File: src/rtl/read_path_pkg.sv
// Shared constants and the sequencer state type for the read word-line path.
package read_path_pkg;

    localparam int NUM_ROWS = 4;
    localparam int ADDR_W   = 2;
    localparam int CNT_W    = 4;
    localparam int CNT_MAX  = (1 << CNT_W) - 1;

    typedef enum logic [1:0] {
        IDLE = 2'd0,
        PRE  = 2'd1,
        WL   = 2'd2
    } rd_state_e;

endpackage

File: src/rtl/read_wl_ctrl_if.sv
// Request/response bundle between a read requester and read_wl_ctrl.
// A request is taken on a rising edge where rd_req && rd_ready; rd_valid marks
// the single cycle in which rd_data is new, and the response has no backpressure.
interface read_wl_ctrl_if #(
    parameter int DATA_W = 1
);
    import read_path_pkg::*;

    logic              rd_req;
    logic [ADDR_W-1:0] rd_addr;
    logic              rd_ready;
    logic [DATA_W-1:0] rd_data;
    logic              rd_valid;

    modport master (
        output rd_req,
        output rd_addr,
        input  rd_ready,
        input  rd_data,
        input  rd_valid
    );

    modport slave (
        input  rd_req,
        input  rd_addr,
        output rd_ready,
        output rd_data,
        output rd_valid
    );

endinterface

File: src/rtl/rwl_decoder.sv
// Registered one-hot row decoder; word lines change only on clock edges.
module rwl_decoder
    import read_path_pkg::*;
(
    input  logic                clk,
    input  logic                rst_n,
    input  logic                en_i,
    input  logic                clr_i,
    input  logic [ADDR_W-1:0]   addr_i,
    output logic [NUM_ROWS-1:0] rwl_o
);

    localparam logic [NUM_ROWS-1:0] ROW0 = {{(NUM_ROWS-1){1'b0}}, 1'b1};

    logic [NUM_ROWS-1:0] rwl_q;
    logic [NUM_ROWS-1:0] rwl_d;

    // Clear wins over enable so a word line can never linger into IDLE.
    always_comb begin
        rwl_d = rwl_q;
        if (clr_i) begin
            rwl_d = '0;
        end else if (en_i) begin
            rwl_d = ROW0 << addr_i;
        end
    end

    always_ff @(posedge clk or negedge rst_n) begin
        if (!rst_n) begin
            rwl_q <= '0;
        end else begin
            rwl_q <= rwl_d;
        end
    end

    assign rwl_o = rwl_q;

endmodule

File: src/rtl/read_wl_ctrl.sv
// Read sequencer for the 4-row read_mux: precharge phase, one word-line phase,
// then capture of DOUT with a one-cycle valid pulse.
module read_wl_ctrl
    import read_path_pkg::*;
#(
    parameter int DATA_W     = 1,
    parameter int PRE_CYCLES = 1,
    parameter int WL_CYCLES  = 1
) (
    input  logic              clk,
    input  logic              rst_n,
    read_wl_ctrl_if.slave     bus,
    output logic              precharge,
    output logic              rwl_0,
    output logic              rwl_1,
    output logic              rwl_2,
    output logic              rwl_3,
    input  logic [DATA_W-1:0] dout_in,
    output rd_state_e         dbg_state_o
);

    if (PRE_CYCLES < 1 || PRE_CYCLES > CNT_MAX) begin : g_bad_pre
        $error("read_wl_ctrl: PRE_CYCLES out of range 1..15");
    end
    if (WL_CYCLES < 1 || WL_CYCLES > CNT_MAX) begin : g_bad_wl
        $error("read_wl_ctrl: WL_CYCLES out of range 1..15");
    end

    localparam logic [CNT_W-1:0] PRE_LOAD = CNT_W'(PRE_CYCLES - 1);
    localparam logic [CNT_W-1:0] WL_LOAD  = CNT_W'(WL_CYCLES - 1);

    rd_state_e           state_q, state_d;
    logic [CNT_W-1:0]    cnt_q, cnt_d;
    logic [ADDR_W-1:0]   addr_q, addr_d;
    logic                pre_q, pre_d;
    logic [DATA_W-1:0]   data_q, data_d;
    logic                valid_q, valid_d;
    logic                wl_set;
    logic                wl_clr;
    logic [NUM_ROWS-1:0] rwl_vec;

    always_ff @(posedge clk or negedge rst_n) begin
        if (!rst_n) begin
            state_q <= IDLE;
            cnt_q   <= '0;
            addr_q  <= '0;
            pre_q   <= 1'b0;
            data_q  <= '0;
            valid_q <= 1'b0;
        end else begin
            state_q <= state_d;
            cnt_q   <= cnt_d;
            addr_q  <= addr_d;
            pre_q   <= pre_d;
            data_q  <= data_d;
            valid_q <= valid_d;
        end
    end

    always_comb begin
        state_d = state_q;
        cnt_d   = cnt_q;
        addr_d  = addr_q;
        pre_d   = pre_q;
        data_d  = data_q;
        valid_d = 1'b0;
        wl_set  = 1'b0;
        wl_clr  = 1'b0;
        case (state_q)
            IDLE: begin
                if (bus.rd_req) begin
                    addr_d  = bus.rd_addr;
                    cnt_d   = PRE_LOAD;
                    pre_d   = 1'b1;
                    state_d = PRE;
                end
            end
            PRE: begin
                if (cnt_q == '0) begin
                    pre_d   = 1'b0;
                    wl_set  = 1'b1;
                    cnt_d   = WL_LOAD;
                    state_d = WL;
                end else begin
                    cnt_d = cnt_q - 1'b1;
                end
            end
            WL: begin
                // dout_in only matters here, on the last word-line edge.
                if (cnt_q == '0) begin
                    data_d  = dout_in;
                    valid_d = 1'b1;
                    wl_clr  = 1'b1;
                    state_d = IDLE;
                end else begin
                    cnt_d = cnt_q - 1'b1;
                end
            end
            default: begin
                pre_d   = 1'b0;
                wl_clr  = 1'b1;
                state_d = IDLE;
            end
        endcase
    end

    always_comb begin
        bus.rd_ready = (state_q == IDLE);
        bus.rd_data  = data_q;
        bus.rd_valid = valid_q;
        precharge    = pre_q;
        dbg_state_o  = state_q;
    end

    rwl_decoder u_rwl_decoder (
        .clk    (clk),
        .rst_n  (rst_n),
        .en_i   (wl_set),
        .clr_i  (wl_clr),
        .addr_i (addr_q),
        .rwl_o  (rwl_vec)
    );

    assign rwl_0 = rwl_vec[0];
    assign rwl_1 = rwl_vec[1];
    assign rwl_2 = rwl_vec[2];
    assign rwl_3 = rwl_vec[3];

    a_rwl_onehot0: assert property (@(posedge clk) disable iff (!rst_n)
        $onehot0(rwl_vec));
    a_rwl_not_pre: assert property (@(posedge clk) disable iff (!rst_n)
        !(pre_q && (rwl_vec != '0)));
    a_rwl_only_wl: assert property (@(posedge clk) disable iff (!rst_n)
        (state_q != WL) |-> (rwl_vec == '0));

endmodule

File: src/flat_wrapper.sv
// flat-port wrapper written by rule: the top's interface ports become plain ports
module read_wl_ctrl_flat import read_path_pkg::*;
#(
    parameter int DATA_W     = 1,
    parameter int PRE_CYCLES = 1,
    parameter int WL_CYCLES  = 1
)
  (clk, rst_n, precharge, rwl_0, rwl_1, rwl_2, rwl_3, dout_in, dbg_state_o, bus_rd_req, bus_rd_addr, bus_rd_ready, bus_rd_data, bus_rd_valid);
  read_wl_ctrl_if #(.DATA_W(DATA_W)) bus_i ();
  input  logic clk;
  input  logic rst_n;
  output logic precharge;
  output logic rwl_0;
  output logic rwl_1;
  output logic rwl_2;
  output logic rwl_3;
  input  logic [DATA_W-1:0] dout_in;
  output rd_state_e dbg_state_o;
  input wire logic [$bits(bus_i.rd_req)-1:0] bus_rd_req;
  input wire logic [$bits(bus_i.rd_addr)-1:0] bus_rd_addr;
  output wire logic [$bits(bus_i.rd_ready)-1:0] bus_rd_ready;
  output wire logic [$bits(bus_i.rd_data)-1:0] bus_rd_data;
  output wire logic [$bits(bus_i.rd_valid)-1:0] bus_rd_valid;
  assign bus_i.rd_req = bus_rd_req;
  assign bus_i.rd_addr = bus_rd_addr;
  assign bus_rd_ready = bus_i.rd_ready;
  assign bus_rd_data = bus_i.rd_data;
  assign bus_rd_valid = bus_i.rd_valid;
  read_wl_ctrl #(.DATA_W(DATA_W), .PRE_CYCLES(PRE_CYCLES), .WL_CYCLES(WL_CYCLES)) u_core (.clk(clk), .rst_n(rst_n), .bus(bus_i), .precharge(precharge), .rwl_0(rwl_0), .rwl_1(rwl_1), .rwl_2(rwl_2), .rwl_3(rwl_3), .dout_in(dout_in), .dbg_state_o(dbg_state_o));
endmodule
File: config.mk
export PLATFORM = sky130hd
export DESIGN_NAME = read_wl_ctrl_flat
export DESIGN_NICKNAME = d
export VERILOG_FILES = /design/src/rtl/read_path_pkg.sv /design/src/rtl/read_wl_ctrl_if.sv /design/src/rtl/rwl_decoder.sv /design/src/rtl/read_wl_ctrl.sv /design/src/flat_wrapper.sv
export SDC_FILE = /design/constraint.sdc
export NUM_CORES = 1
export LEC_CHECK = 0
export ABC_AREA = 0
export ABC_CLOCK_PERIOD_IN_PS = 1580
export CORE_MARGIN = 2
export CORE_UTILIZATION = 45
export DETAILED_ROUTE_END_ITERATION = 8
export PLACE_DENSITY = 0.78
export SETUP_SLACK_MARGIN = 0.05
export SLEW_MARGIN = 10
export SYNTH_ARGS = -nofsm -noshare
export SYNTH_HDL_FRONTEND = slang
export SYNTH_SLANG_ARGS = --single-unit
export TNS_END_PERCENT = 50
File: constraint.sdc
create_clock -name clk -period 1.58 [get_ports clk]
set_clock_uncertainty 0.1 [all_clocks]
set_input_delay 0.395 -clock clk [delete_from_list [all_inputs] [get_ports clk]]
set_output_delay 0.395 -clock clk [all_outputs]
set_load 0.01 [all_outputs]
* Word-level counts from Yosys, hierarchy flattened
Index checks and enable logic that the tools add are counted.
Word-level totals: bits in registers 15, latch bits 0, bits in writable memories 0, bits in read-only memories 0, input port bits 6, output and inout port bits 10, logic and storage cells 43, memories 0
Operators by class: add/subtract/negate cells 1, $mul 0, divide/modulo/power cells 0, $lt $le $gt $ge 0, equality and inequality tests 6, shifts and indexed selects 1, multiplexer cells 17, bitwise logic cells 1, reduce and logical (&&, ||, !) cells 10
Operators with widths (number):
- $mux W4 | 5
- $pmux W4 S3 | 1
- $reduce_and A3 Y1 | 3
- $mux W2 | 3
- $pmux W2 S3 | 1
- $mux W1 | 5
- $logic_not A4 Y1 | 1
- $ne A2 B1 Y1 const B | 2
- $ne A2 B2 Y1 const B | 2
- $reduce_and A2 Y1 | 2
- $shl A1 B2 Y4 const A | 1
- $sub A4 B1 Y4 const B | 1
- $pmux W1 S3 | 1
- $reduce_bool A3 Y1 | 1
- $eq A2 B1 Y1 const B | 1
- $eq A2 B2 Y1 const B | 1
- $logic_not A2 Y1 | 1
- $pmux W1 S2 | 1
- $reduce_bool A2 Y1 | 1
- $reduce_or A2 Y1 | 1
- $not A1 Y1 | 1

* Logic depth before layout (Yosys ltp)
word-level depth 5, mapped depth 6

* Cells and area by module
A second synthesis with hierarchy kept.
Unflattened totals: cell total of the unflattened synthesis 69, area, all modules 793.3 µm²
Modules (own cells, without submodules):
- read_wl_ctrl | instances 1, cells an instance 57, area each 624.3 µm²
- rwl_decoder | instances 1, cells an instance 12, area each 168.9 µm²

* Least setup slack after synthesis
OpenSTA, ideal clock, no wires.
path kind reg-to-reg, start point reg u_core.state_q[0] (netlist: u_core.dbg_state_o[0]), end point reg u_core.cnt_q[1], library setup time 125 ps, arrival 1506 ps, slack -151 ps, cell stages (with the launch flop) 6, path buffers 0, period minus slack after synthesis 1731 ps, cell sequence dfrtp_1 -> inv_1 -> ha_1 -> nor2b_1 -> nor3_4 -> mux2_4
Between the ends: longest elaborated chain between the ends 3, elaborated cells on any way between the ends 8, classes of those cells 4 x eq/ne; 1 x mux; 3 x reduce/logical
Ends and longest elaborated chain:
- from (decl) | line read_wl_ctrl.sv:32 | rd_state_e state_q, state_d;
- from (signal assigned) | line read_wl_ctrl.sv:51 | state_q <= state_d;
- $logic_not A2 Y1 *
- named net bus_rd_ready | line flat_wrapper.sv:21 | output wire logic [$bits(bus_i.rd_ready)-1:0] bus_rd_ready;
- $ne A2 B2 Y1 (no source line) or $reduce_bool A3 Y1 (tied branches)
- $reduce_and A3 Y1 (no source line)
- to (signal assigned) | line read_wl_ctrl.sv:52 | cnt_q <= cnt_d;
- to (decl) | line read_wl_ctrl.sv:33 | logic [CNT_W-1:0] cnt_q, cnt_d;
The timed path passes the listed nets; every way through them passes the cells marked *. A chain may end at the register's enable or synchronous reset.

* Final worst setup path
start point reg u_core.cnt_q[1], end point reg u_core.cnt_q[0]
Between the ends: longest elaborated chain between the ends 3, elaborated cells on any way between the ends 5, classes of those cells 1 x eq/ne; 2 x mux; 2 x reduce/logical
Ends and longest elaborated chain (line):
- $logic_not A4 Y1 * | read_wl_ctrl.sv:79, read_wl_ctrl.sv:90
- $mux W4 or $ne A2 B2 Y1 (tied branches)
- $pmux W4 S3 or $reduce_and A3 Y1 (tied branches)
Mark *: on every way between the ends. The rest lies on a longest branch, timed or not.

==> metrics.yaml <==
power:
  switching_power_mw: 1.13
  p_int_mw: 1.68
  power_density_nw_per_um2: 2170
  p_comb_share_pct: 67.2
  irDropWorstVdd_uv: 1290
  leakage_nw: 0.578
  power.share.sequential_pct: 24.9
  sw_frac_of_total_pct: 40.2
  power_frac_clock_pct: 7.9
cells_and_area:
  nets: 124
  fillCellCount: 131
  area_growth_pct: 50.2
  drive_above_1_share_pct: 47.3
  final_cell_area_um2: 1290
  mostFrequentLayoutCells: "dfrtp_1 (13), buf_4 (12), dlygate4sd2_1 (7)"
  diodes: 0
  layout_commonest_cell: "dfrtp_1"
timing:
  hold_violations: 0
  setup_viol: 4
  fmax_mhz: 612
  whs_ps: 308
  worst_pin_slew_ps: 333
  grt_setup_unrepaired: "yes"
  fin_ws_ps: -55.3
  post-route-period-util_pct: 103
  fin_crit_ps: 1640
  slew-limit-headroom_pct: 77.8
  drv_slew: 0
place:
  place_hpwl_mm: 1.44
  post-place-ws_ps: -208
  placed_area_um2: 1210
  io_buffer_count: 15
  place.gp.congestion: 0.844
floorplan:
  core_area_um2: 1760
  die_w_um: 47.8
  fp-row-count: 15
  dieArea_um2: 2280
  die_h_um: 47.8
  initial_core_util_pct: 48.9
  io_pins: 16
clock_network:
  cts_tree: "yes"
  cts-root-buf: "clkbuf_4"
  clock_latency_ps: 290
  cts_buffers: 3
  clkTransAtPathRegs_ps: 90
  h-tree-depth: 1
  cts_buffer_depth: 2
  numClockSinks: 15
global_route:
  antenna_found_initial: 0
  grt_pass1_vias: 663
  grt_max_degree: 16
  grt_first_pass_wirelength_mm: 3.03
  grt_overflow: 0
  grt_usage_pct: 19.8
yosys:
  synth_cell_type_count: 34
  netlist_area_um2: 862
  synth_cells: 77
  ys_seq_area_share_pct: 43.5
  synth.avg_cell_area_um2: 11.2
  ys_seq_elements: 15
  synth_nets: 88
  synth_warnings: 0
critical_path:
  reg2reg_to: "u_core.cnt_q[0]"
  worst_setup_path_start_kind: "flip-flop"
  crit_type: "reg2reg"
  cp_slowest_stage_delay_ps: 420
  r2r_cells: 5
  cp_slowest_cell: "or3b_4"
  endpoint_kind: "flip-flop"
  startpoint: "u_core.cnt_q[1]"
  path_cells: "inv_2 -> ha_4 -> or3b_4 -> nand4_1 -> mux2i_1"
  critical_path_peak_fanout: 5
  r2r_slack_ps: -60
  cp_data_required_time_ps: 1640
  critPathArrivalTime_ps: 1700
  r2r-start: "u_core.cnt_q[1]"
detailed_routing:
  wl_met1_um: 894
  drtAntennaViolNets: 0
  drc: 0
  met2_length_mm: 1.04
  top_layer_used: "met4"
  wl_met3_um: 75
  wl_per_cell_um: 14.9
  viasPerCell: 5.34
  first_pass_iters: 4
  drt_wl_total_mm: 2.04
  initialDrtViolationCount: 17
  vias: 731
worst_hold_path:
  hold_path.class: "in2async"
status:
  violations: "setup timing"
  status: "finished, violations left"
run:
  max-cap-violations: 0
registers in the layout, indices dropped and copies added (netlist names):
signal	cells
u_core.cnt_q	4
u_core.u_rwl_decoder.rwl_o	4
u_core.addr_q	2
u_core.dbg_state_o	2
u_core.bus.rd_data	1
u_core.bus.rd_valid	1
u_core.precharge	1
area by class of cell:
| type | count | area, µm² | share of cell area [%] |
|---|---|---|---|
| clock buffer | 4 | 26.3 | 2.03 |
| inverter | 5 | 21.3 | 1.64 |
| multi-input combinational | 56 | 551 | 42.5 |
| sequential | 15 | 378 | 29.2 |
| tap | 25 | 31.3 | 2.42 |
| timing repair buffer | 32 | 288 | 22.2 |
power by group through the flow:
| stage | registers [mW] | logic [mW] | clock network (mW) |
|---|---|---|---|
| after floorplan | 0.731 | 1.06 | 0 |
| after global placement | 0.674 | 1.72 | 0 |
| after detailed placement | 0.691 | 1.77 | 0 |
| after CTS | 0.689 | 1.76 | 0.230 |
| after global routing | 0.720 | 2.02 | 0.243 |
| final | 0.699 | 1.89 | 0.222 |
stage by stage:
stage	utilization (%)	power, mW	cells	TNS (ps)
floorplan	-	1.80	77	0
global placement	68.6	2.39	130	-936
detailed placement	68.6	2.46	130	-1160
CTS	71.0	2.68	135	-114
global route	73.4	2.99	137	-336
finish	73.4	2.81	137	-153
metal layers:
layer | global-route usage (%) | up-vias
met2 | 32.5 | 17
met1 | 25.1 | 359
li1 | - | 351
met5 | 0 | -
met3 | 3.40 | 4
met4 | 9.73 | 0
logic make-up after synthesis:
group	count (synthesis)	share of synthesized area, %
flip-flops	15	43.5
multiplexers	6	7.98
adder cells (fa/ha/maj)	5	7.26
AND/OR/NAND/NOR	31	25.8
buffers and inverters	6	2.76
AO/OA/AOI/OAI	14	12.6
synth_stat cells:
cell | n | share of area [%]
a211oi_1 | 1 | 0.87
a21oi_1 | 3 | 1.7
a21oi_2 | 4 | 4.1
a2bb2oi_2 | 1 | 1.7
and4bb_1 | 1 | 1.5
and4bb_4 | 1 | 1.9
buf_2 | 1 | 0.58
dfrtp_1 | 15 | 44
ha_1 | 5 | 7.3
inv_1 | 5 | 2.2
mux2_1 | 1 | 1.3
mux2_2 | 2 | 2.6
mux2_4 | 1 | 1.7
mux2i_1 | 2 | 2.3
nand2_1 | 2 | 0.87
nand2b_1 | 4 | 2.9
nand3_1 | 1 | 0.58
nand3b_1 | 2 | 1.7
nand4_1 | 3 | 2.2
nor2_1 | 5 | 2.2
nor2b_1 | 1 | 0.73
nor3_2 | 1 | 1.2
nor3_4 | 1 | 1.9
nor3b_1 | 1 | 0.87
nor4b_1 | 2 | 2.0
o211ai_2 | 1 | 1.5
o21ai_0 | 3 | 1.7
o311ai_1 | 1 | 1.0
or2_0 | 1 | 0.73
or2_2 | 1 | 0.73
or2_4 | 1 | 1.0
or2b_1 | 1 | 0.87
or3_1 | 1 | 0.73
or3b_4 | 1 | 1.3
worst max-delay path, delay by kind of cell, from the launching register on:
family | cells | cell delay [ps]
buf+inv | 1 | 90
mux | 1 | 130
simple gates | 2 | 640
fa+ha+maj | 1 | 150
flops | 1 | 400
worst max path at each step:
| stage | slack [ps] | to |
|---|---|---|
| 2_1_floorplan | 30 | u_core.cnt_q[1] |
| 3_3_place_gp | -180 | u_core.cnt_q[1] |
| 3_5_place_dp | -210 | u_core.cnt_q[1] |
| 4_1_cts | -70 | bus_rd_ready |
| 5_1_grt | -80 | u_core.cnt_q[2] |
| 6_report | -60 | u_core.cnt_q[0] |
repair_timing:
item | 4_1_cts | 5_1_grt
pin swaps | 4 | 2
cloned | 0 | 0
setup endpoints to repair | 22 | 13
setup buffers | 1 | 2
hold buffers | 0 | 0
endpoints found under the hold margin | 0 | 0
gates resized for setup | 28 | 8
Note: power is estimated with default switching activity, not from simulation.
